**src/rtl/ofmap_pack_writer.sv**
```systemverilog
// Output-feature-map writer: buffers LANES-wide fp16 groups, packs two lanes per 32-bit SRAM word.
// Optional OFMAP_WR_SAT_EN clamps Inf/NaN elements to +/- max finite fp16 before packing.
module ofmap_pack_writer #(
    parameter int LANES       = 4,
    parameter int DW          = 16,
    parameter int AW          = 13,
    parameter int BASE_ADDR   = 0,
    parameter int FRAME_WORDS = 240,
    parameter int FIFO_DEPTH  = 4
) (
    input  logic                clk,
    input  logic                rst_n,
    input  logic                start,
    input  logic                in_valid,
    output logic                in_ready,
    input  logic [LANES*DW-1:0] in_data,
    output logic                sram_we,
    output logic [AW-1:0]       sram_addr,
    output logic [31:0]         sram_wdata,
    output logic                busy,
    output logic                frame_done,
    output logic [AW-1:0]       word_cnt
);

    localparam int WPG    = LANES / 2;
    localparam int GROUPS = FRAME_WORDS / WPG;
    localparam int GW     = LANES * DW;
    localparam int PW     = $clog2(FIFO_DEPTH);
    localparam int IW     = (WPG > 1) ? $clog2(WPG) : 1;
    localparam int CW     = $clog2(GROUPS + 1);

    typedef enum logic [1:0] {IDLE, RUN, FLUSH} state_t;

    state_t          state_q, state_d;
    logic            busy_q, busy_d;
    logic            done_q, done_d;
    logic            we_q, we_d;
    logic [AW-1:0]   addr_q, addr_d;
    logic [31:0]     wdata_q, wdata_d;
    logic [AW-1:0]   word_cnt_q, word_cnt_d;
    logic [CW-1:0]   grp_cnt_q, grp_cnt_d;
    logic [PW:0]     wr_ptr_q, wr_ptr_d;
    logic [PW:0]     rd_ptr_q, rd_ptr_d;
    logic [GW-1:0]   cur_grp_q, cur_grp_d;
    logic [IW-1:0]   widx_q, widx_d;

    logic [GW-1:0]   fifo_mem [FIFO_DEPTH];
    logic [GW-1:0]   head;
    logic            fifo_empty, fifo_full, pop, push;

    function automatic logic [15:0] fix_elem(input logic [15:0] e);
`ifdef OFMAP_WR_SAT_EN
        if (e[14:10] == 5'h1F) return e[15] ? 16'hFBFF : 16'h7BFF;
        return e;
`else
        return e;
`endif
    endfunction

    function automatic logic [31:0] pack_word(input logic [31:0] w);
        return {fix_elem(w[31:16]), fix_elem(w[15:0])};
    endfunction

    assign head       = fifo_mem[rd_ptr_q[PW-1:0]];
    assign fifo_empty = (wr_ptr_q == rd_ptr_q);
    assign fifo_full  = (wr_ptr_q[PW] != rd_ptr_q[PW]) && (wr_ptr_q[PW-1:0] == rd_ptr_q[PW-1:0]);
    // The writer pops only between groups, so a pop is known from flops alone and may free a full slot.
    assign pop        = (widx_q == '0) && !fifo_empty;
    assign in_ready   = (state_q == RUN) && (!fifo_full || pop) && (grp_cnt_q < CW'(GROUPS));
    assign push       = in_valid && in_ready;

    always_comb begin
        state_d    = state_q;
        busy_d     = busy_q;
        done_d     = 1'b0;
        we_d       = 1'b0;
        addr_d     = addr_q;
        wdata_d    = wdata_q;
        word_cnt_d = word_cnt_q;
        grp_cnt_d  = grp_cnt_q;
        wr_ptr_d   = wr_ptr_q;
        rd_ptr_d   = rd_ptr_q;
        cur_grp_d  = cur_grp_q;
        widx_d     = widx_q;

        if (we_q) begin
            addr_d     = addr_q + 1'b1;
            word_cnt_d = word_cnt_q + 1'b1;
        end

        if (widx_q != '0) begin
            we_d    = 1'b1;
            wdata_d = pack_word(cur_grp_q[int'(widx_q)*32 +: 32]);
            widx_d  = (widx_q == IW'(WPG - 1)) ? '0 : widx_q + 1'b1;
        end else if (pop) begin
            we_d      = 1'b1;
            wdata_d   = pack_word(head[31:0]);
            cur_grp_d = head;
            widx_d    = (WPG > 1) ? IW'(1) : '0;
            rd_ptr_d  = rd_ptr_q + 1'b1;
        end

        if (push) begin
            wr_ptr_d  = wr_ptr_q + 1'b1;
            grp_cnt_d = grp_cnt_q + 1'b1;
        end

        case (state_q)
            IDLE: begin
                if (start) begin
                    state_d    = RUN;
                    busy_d     = 1'b1;
                    word_cnt_d = '0;
                    grp_cnt_d  = '0;
                    addr_d     = AW'(BASE_ADDR);
                end
            end
            RUN: begin
                if (push && grp_cnt_q == CW'(GROUPS - 1)) state_d = FLUSH;
            end
            FLUSH: begin
                // word_cnt lags the write by one edge, so this fires the cycle after the final strobe.
                if (we_q && word_cnt_q == AW'(FRAME_WORDS - 1)) begin
                    state_d = IDLE;
                    busy_d  = 1'b0;
                    done_d  = 1'b1;
                end
            end
            default: state_d = IDLE;
        endcase
    end

    always_ff @(posedge clk or negedge rst_n) begin
        if (!rst_n) begin
            state_q    <= IDLE;
            busy_q     <= 1'b0;
            done_q     <= 1'b0;
            we_q       <= 1'b0;
            addr_q     <= AW'(BASE_ADDR);
            wdata_q    <= '0;
            word_cnt_q <= '0;
            grp_cnt_q  <= '0;
            wr_ptr_q   <= '0;
            rd_ptr_q   <= '0;
            cur_grp_q  <= '0;
            widx_q     <= '0;
        end else begin
            state_q    <= state_d;
            busy_q     <= busy_d;
            done_q     <= done_d;
            we_q       <= we_d;
            addr_q     <= addr_d;
            wdata_q    <= wdata_d;
            word_cnt_q <= word_cnt_d;
            grp_cnt_q  <= grp_cnt_d;
            wr_ptr_q   <= wr_ptr_d;
            rd_ptr_q   <= rd_ptr_d;
            cur_grp_q  <= cur_grp_d;
            widx_q     <= widx_d;
        end
    end

    always_ff @(posedge clk) begin
        if (push) fifo_mem[wr_ptr_q[PW-1:0]] <= in_data;
    end

    assign sram_we    = we_q;
    assign sram_addr  = addr_q;
    assign sram_wdata = wdata_q;
    assign busy       = busy_q;
    assign frame_done = done_q;
    assign word_cnt   = word_cnt_q;

endmodule
```
**config.mk**
```make
export PLATFORM = sky130hd
export DESIGN_NAME = ofmap_pack_writer
export DESIGN_NICKNAME = d
export VERILOG_FILES = /design/src/rtl/ofmap_pack_writer.sv
export SDC_FILE = /design/constraint.sdc
export NUM_CORES = 1
export LEC_CHECK = 0
export ABC_AREA = 1
export ABC_CLOCK_PERIOD_IN_PS = 5350
export CAP_MARGIN = 10
export CELL_PAD_IN_SITES_DETAIL_PLACEMENT = 0
export CELL_PAD_IN_SITES_GLOBAL_PLACEMENT = 2
export CORE_MARGIN = 4
export CORE_UTILIZATION = 38
export DETAILED_ROUTE_END_ITERATION = 8
export GPL_ROUTABILITY_DRIVEN = 0
export MAX_ROUTING_LAYER = met4
export PLACE_DENSITY_LB_ADDON = 0.1
export SYNTH_ARGS = -nofsm -noshare
export SYNTH_HDL_FRONTEND = slang
export SYNTH_SLANG_ARGS = --single-unit
```
**constraint.sdc**
```tcl
create_clock -name clk -period 5.35 [get_ports clk]
set_input_delay 1.07 -clock clk [delete_from_list [all_inputs] [get_ports clk]]
set_output_delay 1.07 -clock clk [all_outputs]
set_load 0.05 [all_outputs]
```
==> results.md, run 1 <==
- Min Tclk post-route: ~4.7 ns
- CP max-delay cell: dfrtp_4
- Int Power: 6619 uW
- Flop pwr share: 0.397
- Warnings, synthesis: 0
- Antenna fix cells: 0
- Max VDD drop: 0.3258 mV
- Synth Register Bits: 365
- CTS tree: yes
- Drt wl/cell: roughly 19 um
- DP Wirelength: ~20 mm
- DR vias: 9,294
- Net Sw Frac: 0.3863
- Most frequent cells after synthesis: 267 x nor2_1, 256 x edfxtp_1, 158 x nand2_1
- Iter 0 DRT Violations: 510
- Leading cell types by total area after synthesis: edfxtp_1 53%, dfrtp_1 19%, nor2_1 7.0%
- Drt total wl: around 36 mm
- Startpoint type of the worst setup path: register
- Mapped Area: roughly 14,000 um2
- Post-synthesis cell count: approximately 1,200
- RSZ-0062 raised after global routing: false
- GRT Total Usage: 0.1775
- Post-DRT Antenna Nets: 0
- Buffer type at the clock tree root: clkbuf_16
- Initial antenna violation count: 0
- Family with the most delay on the worst path: buffers and inverters
- Gr ovfl total: 0
- Leak pwr: 0.006401 uW
- Max H-tree Level: 2
- Largest net degree at the start of global routing: 110
- Ports: 130
- Max-Slew Margin vs Limit: 0.2785
- Max stage delay on crit path: between 0.8 and 0.9 ns
- Post-CTS setup buffer count: 0
- Data arrival, critical path: 3.62 ns
- Syn_area_per_cell: 11.69 um2
- Area grow syn2layout: 21.49%
- Logic pwr share: 0.353
- Clk slew on worst S/H paths: 0.06 ns
- Power Density: 616.3 nW/um2
- Final Setup Violations: 0
- Crit-path max FO: 63
- Cell Rows: 71
- First-pass GRT wire length: 55.42 mm
- Clk pwr share: 0.250
- Post-route setup TNS: 0 ns
- Net Switching: 4166 uW
- Setup WS post-layout: 0.6647 ns
- Final Skew: 0.01313 ns
- CTS resizes: 0
- Most frequent cell after synthesis: nor2_1
- Crit-path cells: clkinv_2, nand2_1, nand2_1, nor2_4, a21boi_2, clkdlybuf4s50_1
- Clock sinks: about 370
- Vias per cell: 4.907
- Mapped Nets: 1,308
- Dpl ws: 1.123 ns
- Placed Instances: 1,821
- Share of cells above drive strength 1: 0.06291
- Hold Violations, Final: 0
- Crit Path Class: register to output port
- Period utilization: 0.8758
- Sequential area share after synthesis: 0.7231
- Cell mode on critical path: nand2_1
- Synth cell types: 36
- Die Y-Extent: 202.7 um
- Port Buffer Count: 129
- WP data required: 4.28 ns
- Worst path bufs/invs: 2
- Core Area: between 30,000 and 40,000 um2
- Initial core utilization: 0.3842
- Die ar.: 41,080 um2
- DR pass1 iterations: 6
- EDFF count, synth: 256
- Status: completed
- Slew @ Worst Pin: 1.082 ns
- Final Max Tran Viols: 0
- # DRC: 0
- Nets: 1,428
- Top-area cell type share of the netlist area: 0.5337
- Filler-free cell count of the finished design: 1,894
- Primary FF master, synth: edfxtp_1
- Post-synth ARST share: 0.2986
- F_max: 0.2134 GHz
- TritonCTS buffer count: 40
- Max Cap Viol: 0
- Finished Core Util: 0.4668
- Worst-skew pair later-pin latency: 0.53 ns
- Vias in the first global route: 9,339
- CTS Buffer Depth: 3
- CP Capture Type: output port
- Cell accounting for the most synthesized area: edfxtp_1
- Die W: 202.7 um
- Min-Delay Path Class: register to register
- Cts hold-fix bufs: 0
-- power groups by stage --
stage | Combinational [uW] | Clock (uW) | Sequential, uW
6_report | 3800 | 2700 | 4280
5_1_grt | 4260 | 2890 | 4370
4_1_cts | 3890 | 2770 | 4300
3_5_place_dp | 3880 | 0 | 4350
3_3_place_gp | 3840 | 0 | 4350
2_1_floorplan | 2090 | 0 | 4800
-- layer usage --
metal,track usage,vias up,routed length [um]
li1,-,4524,-
met1,0.2518,4571,17350
met2,0.2745,156,16210
met3,0.02827,43,1371
met4,0.03880,0,590
met5,-,-,0
-- per-stage QoR --
stage	power, uW	hold slack (ns)	area, um2
6_report	10780	0.4769	17500
4_1_cts	10950	0.4923	17500
3_5_place_dp	8227	0.4813	16200
3_3_place_gp	8187	0.4766	16200
2_1_floorplan	6892	0.4632	14400
5_1_grt	11520	0.5194	17500
-- path summary, 6_finish.rpt --
path | start | to | slack [ns] | cells after the start
min | cur_grp_q[36] | sram_wdata[4] | 0.48 | 2
min reg2reg | cur_grp_q[36] | sram_wdata[4] | 0.48 | 2
max in group asynchronous | rst_n | rd_ptr_q[0] | 4.15 | 2
max | rd_ptr_q[0] | in_ready | 0.66 | 6
max reg2reg | rd_ptr_q[0] | fifo_mem[3][62] | 1.79 | 8
min in group asynchronous | rst_n | sram_wdata[14] | 0.63 | 2
-- kinds of logic (layout without fill, tap and decap cells) --
group	Yosys count	after routing	synth area share
compound gates	226	226	0.08539
flops	365	365	0.7231
fa+ha+maj	8	8	0.006950
simple gates	507	507	0.1434
xor+xnor	12	12	0.007297
buf+inv	114	265	0.03388
-- flip-flops by register name, summed over array words and instances, names as in the netlist, 2 cells and up --
signal	count
cur_grp_q	32
grp_cnt_q	7
sram_wdata	32
fifo_mem	256
sram_addr	13
word_cnt	13
wr_ptr_q	3
rd_ptr_q	3
state_q	2
-- cell type report --
type | instances | area [um2]
Fill cell | 3508 | 19990
Sequential cell | 365 | 10420
Clock buffer | 57 | 1135
Inverter | 51 | 195.2
Multi-Input combinational cell | 753 | 3528
Tap cell | 511 | 639.4
Clock inverter | 16 | 165.2
Timing Repair Buffer | 141 | 1416
-- placed cells by master (no fill, tap or decap), drive strengths merged, types with 14 or more instances in the layout --
master / count
a21oi: 16
a31oi: 33
dfrtp: 109
nor2: 270
nor3: 14
inv: 51
edfxtp: 256
nand2: 161
clkdlybuf4s50: 128
o21ai: 140
o22ai: 32
clkbuf: 57
nand3: 50
-- worst register-to-register path: stages (launching register included) --
cell and delay, ns:
dfrtp_4 0.73, clkinv_2 0.67, nand2_1 0.13, nand2_1 0.14
nor2_4 0.06, nand2_2 0.10, nand3_4 0.23, nor2_4 0.76
buf_12 0.38
No activity file was read; power rests on OpenSTA's default activity.
==> inputs of run 2 (changes only) <==
Settings changed: CORE_MARGIN 4 to unset.
==> run 2 against run 1 <==
  * Sequential share of layout area hardly changed
  * Core utilization is 0.70 points higher
  * First-iteration DRC count is 19% higher
  * Highest routed layer unchanged
  * Fmax is 4.6% higher
  * Critical endpoint unchanged
  * Register-to-register slack better by 0.05 ns
  * Clock-buffer cell count is 4 higher
  * Power is 0.47% higher
  * Global-route usage is 1.6 points higher
  * Critical path depth stayed put
==> results.md, run 2 (synthesis gave the netlist of run 1 again) <==
- TritonCTS buffer count: 41 (+2.5%)
- Setup WS post-layout: 0.8705 ns (+0.2058 ns)
- Commonest non-fill, non-tap cell in the layout: nor2_1
- Max reg flops: 256 (unchanged)
- Crit-path max FO: 54 (-14%)
- Drt wl/cell: 18.62 um (-0.68%)
- Cts hold-fix bufs: 0 (unchanged)
- Max Used Layer: met4
- Final Max Tran Viols: 0 (unchanged)
- Final Skew: 0.01327 ns (+0.0001403 ns)
- Dpl ws: 1.367 ns (+0.2444 ns)
- Placed Instances: 1,817 (-0.22%)
- CTS Buffer Depth: 3 (unchanged)
- Hold Violations, Final: 0 (unchanged)
- Status: completed
- Total power: 10,840 uW (+0.47%)
- Final Setup Violations: 0 (unchanged)
- DR vias: 9,257 (-0.40%)
- CTS resizes: 0 (unchanged)
- Crit Path Class: register to output port
- DR WL met2: 15.73 mm (-2.9%)
- Startpoint type of the worst setup path: register
- Die Y-Extent: 196.7 um (-3.0%)
- Initial core utilization: 0.3897 (+0.005489)
- Vias in the first global route: 9,200 (-1.5%)
- Share of cells above drive strength 1: 0.06407 (+0.001168)
- Slew @ Worst Pin: 1.117 ns (+0.03470 ns)
- Post-DRT Antenna Nets: 0 (unchanged)
- Initial antenna violation count: 2 (+2)
- Final-layout fill cell count: 3,403 (-3.0%)
- RSZ-0062 raised after global routing: false
- Max Cap Viol: 0 (unchanged)
- Most frequent cells in the layout: 264 x nor2_1, 256 x edfxtp_1, 158 x nand2_1
- Buffer type at the clock tree root: clkbuf_16
- Filler-free cell count of the finished design: 1,896 (+0.11%)
- Met3 routed WL: 1.777 mm (+30%)
- WP data required: 4.28 ns (about the same)
- Max VDD drop: 0.3667 mV (+13%)
- GRT Total Usage: 0.1937 (+0.01619)
- Area grow syn2layout: 21.59% (about the same)
- Drt total wl: 35.31 mm (-0.58%)
- Iter 0 DRT Violations: 606 (+19%)
- First-pass GRT wire length: 55.48 mm (+0.11%)
- Power Density: 618.7 nW/um2 (+0.39%)
- Ports: 130 (unchanged)
- Post-route setup TNS: 0 ns (unchanged)
- Post-CTS setup buffer count: 0 (unchanged)
- Max-Slew Margin vs Limit: 0.2553 (-0.02313)
- Worst-skew pair later-pin latency: 0.54 ns (about the same)
- Max H-tree Level: 2 (unchanged)
- Core Area: 36,960 um2 (-1.4%)
- CTS tree: yes
- Clk slew on worst S/H paths: 0.06 ns (about the same)
- DR pass1 iterations: 5 (-1)
- Cell Rows: 70 (-1.4%)
- Period utilization: 0.8373 (-0.03847)
- Nets: 1,432 (+0.28%)
- Gr ovfl total: 0 (unchanged)
- DP Wirelength: 20.26 mm (+1.3%)
- Die ar.: 38,690 um2 (-5.8%)
- Min Tclk post-route: 4.480 ns (-0.2058 ns)
- Die W: 196.7 um (-3.0%)
- Clock sinks: 365 (unchanged)
- Leak pwr: 0.006422 uW (+0.34%)
- F_max: 0.2232 GHz (+4.6%)
- Vias per cell: 4.882 (-0.50%)
- # DRC: 0 (unchanged)
- Wl on met1: 17.22 mm (-0.75%)
- Min-Delay Path Class: register to register
- Data arrival, critical path: 3.41 ns (-0.21 ns)
- Final hold slack: 0.4829 ns (+0.005992 ns)
- CP Capture Type: output port
- Port Buffer Count: 129 (unchanged)
- Largest net degree at the start of global routing: 80 (-27%)
==> run 2: through the flow <==
step / instance area (um2) / util
after floorplan: 14400 / -
after global placement: 16180 / 0.4376
after detailed placement: 16180 / 0.4376
after CTS: 17510 / 0.4736
after global routing: 17510 / 0.4738
final: 17510 / 0.4738
==> run 2: power breakdown <==
group          switching (uW)  total (uW)  internal [uW]
sequential                437        4300           3860
clock                    1090        2770           1670
combinational            2640        3770           1130
==> run 2: critical path, stage by stage (launching register included) <==
cell	delay, ns
dfrtp_4	0.78
clkinv_2	0.73
nand2_1	0.22
nand2_1	0.11
nor2_4	0.16
a21boi_2	0.12
clkdlybuf4s50_1	0.74
==> run 2: final timing paths <==
path                             startpoint              end  slack, ns  cells after the start
worst min register to register  word_cnt[3]      word_cnt[3]       0.48                      1
worst min-delay path            word_cnt[3]      word_cnt[3]       0.48                      1
worst max register to register  rd_ptr_q[0]  fifo_mem[0][26]       1.84                      8
min in group asynchronous             rst_n   sram_wdata[12]       0.51                      1
max in group asynchronous             rst_n   sram_wdata[13]       3.85                      2
worst max-delay path            rd_ptr_q[0]         in_ready       0.87                      6
==> run 2: routing by layer <==
metal	track usage	up-vias
met2	0.2879	186
met1	0.2786	4474
met3	0.03149	44
li1	-	4553
met5	-	-
met4	0.04651	0
==> run 2: final cells by class <==
class                   instances  area [um2]  area share
diodes                          3       7.507   0.0004287
clock buffers                  61        1184     0.06759
clock inverters                15       146.4    0.008359
inverters                      51       195.2     0.01115
multi-input cells             753        3528      0.2015
flip-flops and latches        365       10420      0.5950
well taps                     504       630.6     0.03601
repair buffers                144        1401     0.08002
==> inputs of run 3 (changes only) <==
Settings changed: ABC_CLOCK_PERIOD_IN_PS 5350 to 3800, CORE_UTILIZATION 38 to 35.
Clock period 5.35 ns to 3.8 ns, I/O delays scaled along.
==> run 3 against run 2 <==
  * Clock-buffer cell count fell by 6
  * Sequential share of layout area fell by 0.21 points
  * Via count fell by 0.50%
  * Critical path depth did not move
  * Global-route usage fell by 1.4 points
  * First-iteration DRC count fell by 13%
  * Sequential power rose by 39%
  * Die area rose by 8.5%
  * Design area rose by 0.36%
  * Core utilization fell by 3.6 points
  * Final cell count rose by 1.1%
  * Critical path type unchanged
==> results.md, run 3 (synthesis gave the netlist of run 1 again) <==
- Status: completed
- Cell mode on critical path: nand2_1
- WP data required: 3.04 ns (-1.24 ns)
- Cell Rows: 73 (+4.3%)
- Area grow syn2layout: 22.03%
- Most frequent cells in the layout: 264 x nor2_1, 256 x edfxtp_1, 158 x nand2_1
- Max VDD drop: 0.3904 mV (+6.5%)
- Clock sinks: 365 (unchanged)
- Period utilization: 0.8330
- Ports: 130 (unchanged)
- Core Area: 40,190 um2 (+8.7%)
- GRT Total Usage: 0.1795 (-0.01427)
- Crit-path max FO: 43 (-20%)
- Max H-tree Level: 2 (unchanged)
- Data arrival, critical path: 2.41 ns (-1.00 ns)
- Max reg flops: 256 (unchanged)
- Max Cap Viol: 0 (unchanged)
- DR pass1 iterations: 5 (unchanged)
- Port Buffer Count: 129 (unchanged)
- RSZ-0062 raised after global routing: false
- Total power: 15,270 uW (+41%)
- Initial antenna violation count: 0 (-2)
- Hold Violations, Final: 0 (unchanged)
- Die Y-Extent: 204.9 um (+4.2%)
- Max stage delay on crit path: 0.58 ns (-0.20 ns)
- Final hold slack: 0.2651 ns (-0.2178 ns)
- Gr ovfl total: 0 (unchanged)
- DR vias: 9,211 (-0.50%)
- CTS resizes: 0 (unchanged)
- TritonCTS buffer count: 41 (unchanged)
- Min Tclk post-route: 3.165 ns
- Family with the most delay on the worst path: buffers and inverters
- Die ar.: 41,970 um2 (+8.5%)
- Buffer type at the clock tree root: clkbuf_16
- Die W: 204.9 um (+4.2%)
- Share of cells above drive strength 1: 0.06973 (+0.005659)
- Drt wl/cell: 18.41 um (-1.2%)
- Slew @ Worst Pin: 1.040 ns (-0.07686 ns)
- FF-to-FF path depth: 8 (unchanged)
- Initial core utilization: 0.3584 (-0.03130)
- Antenna fix cells: 0 (-3)
- Worst path bufs/invs: 2 (unchanged)
- First-pass GRT wire length: 54.85 mm (-1.1%)
- Worst-skew pair later-pin latency: 0.55 ns (about the same)
- Leak pwr: 0.006444 uW (+0.33%)
- DP Wirelength: 20.32 mm (+0.28%)
- Final-layout fill cell count: 3,803 (+12%)
- Crit Path Class: register to output port
- Max-Slew Margin vs Limit: 0.3049 (+0.04959)
- Crit-path cells: buf_4, nand2_1, nand2_1, nor2_4, a21boi_2, buf_12
- Final Max Tran Viols: 0 (unchanged)
- # DRC: 0 (unchanged)
- CP max-delay cell: dfrtp_4
- Min-Delay Path Class: primary input to asynchronous set/reset pin
- CTS Buffer Depth: 3 (unchanged)
- Drt total wl: 35.27 mm (-0.12%)
- Iter 0 DRT Violations: 528 (-13%)
- Final Setup Violations: 0 (unchanged)
- Vias per cell: 4.807 (-1.5%)
- CTS tree: yes
- F_max: 0.3159 GHz
- Nets: 1,435 (+0.21%)
- Final Skew: 0.02506 ns (+0.01178 ns)
- Startpoint type of the worst setup path: register
- Vias in the first global route: 9,124 (-0.83%)
- Post-CTS setup buffer count: 0 (unchanged)
- Post-DRT Antenna Nets: 0 (unchanged)
- Crit path depth: 6 (unchanged)
- Power Density: 868.5 nW/um2 (+40%)
- Cts hold-fix bufs: 0 (unchanged)
- Commonest non-fill, non-tap cell in the layout: nor2_1
- Clk slew on worst S/H paths: 0.06 ns (about the same)
- Largest net degree at the start of global routing: 92 (+15%)
- CP Capture Type: output port
-- run 3: worst register-to-register path: stages (launching register included) --
cell and delay, ns:
dfrtp_4 0.58, buf_4 0.50, nand2_1 0.11, nand2_1 0.13
nor2_4 0.06, nand2_2 0.10, nand3_4 0.23, nor2_4 0.17
buf_4 0.54
-- run 3: path summary, 6_finish.rpt --
check                            start              end  slack, ns
max                        rd_ptr_q[0]         in_ready       0.63
min                              rst_n   sram_wdata[13]       0.27
max reg2reg                rd_ptr_q[0]  fifo_mem[2][21]       1.01
min reg2reg                wr_ptr_q[2]      wr_ptr_q[2]       0.49
max in group asynchronous        rst_n           widx_q       2.75
min in group clk           wr_ptr_q[2]      wr_ptr_q[2]       0.49
-- run 3: layout make-up --
cell class | count | area [um2] | share of cell area
Clock buffer | 55 | 1120 | 0.06371
Clock inverter | 20 | 182.7 | 0.01039
Inverter | 51 | 196.4 | 0.01118
Multi-Input combinational cell | 753 | 3528 | 0.2007
Sequential cell | 365 | 10420 | 0.5929
Tap cell | 525 | 656.9 | 0.03737
Timing Repair Buffer | 147 | 1471 | 0.08371
-- run 3: through the flow --
stage | TNS (ns) | setup WS, ns | instance area [um2] | util | std cells
global route | 0 | 0.4627 | 17580 | 0.4374 | 1916
floorplan | -83.96 | -0.4373 | 14400 | - | 1232
detailed placement | 0 | 0.9545 | 16270 | 0.4050 | 1841
finish | 0 | 0.6348 | 17580 | 0.4374 | 1916
global placement | 0 | 0.9705 | 16270 | 0.4050 | 1841
CTS | 0 | 0.5812 | 17580 | 0.4374 | 1916
-- run 3: where the power goes --
| part | internal [uW] | leakage, uW | switching, uW |
|---|---|---|---|
| logic | 1650 | 0.00216 | 3800 |
| clock network | 2280 | 0.000641 | 1570 |
| registers | 5430 | 0.00364 | 542 |
| total | 9350 | 0.00644 | 5910 |
-- run 3: layer usage --
layer	vias to the layer above	track usage	wire length (um)	share of wire
met3	49	0.02673	1303	0.037
met5	-	-	0	0
li1	4545	-	-	-
met4	0	0.05423	669	0.019
met1	4450	0.2526	17600	0.50
met2	167	0.2681	15700	0.45
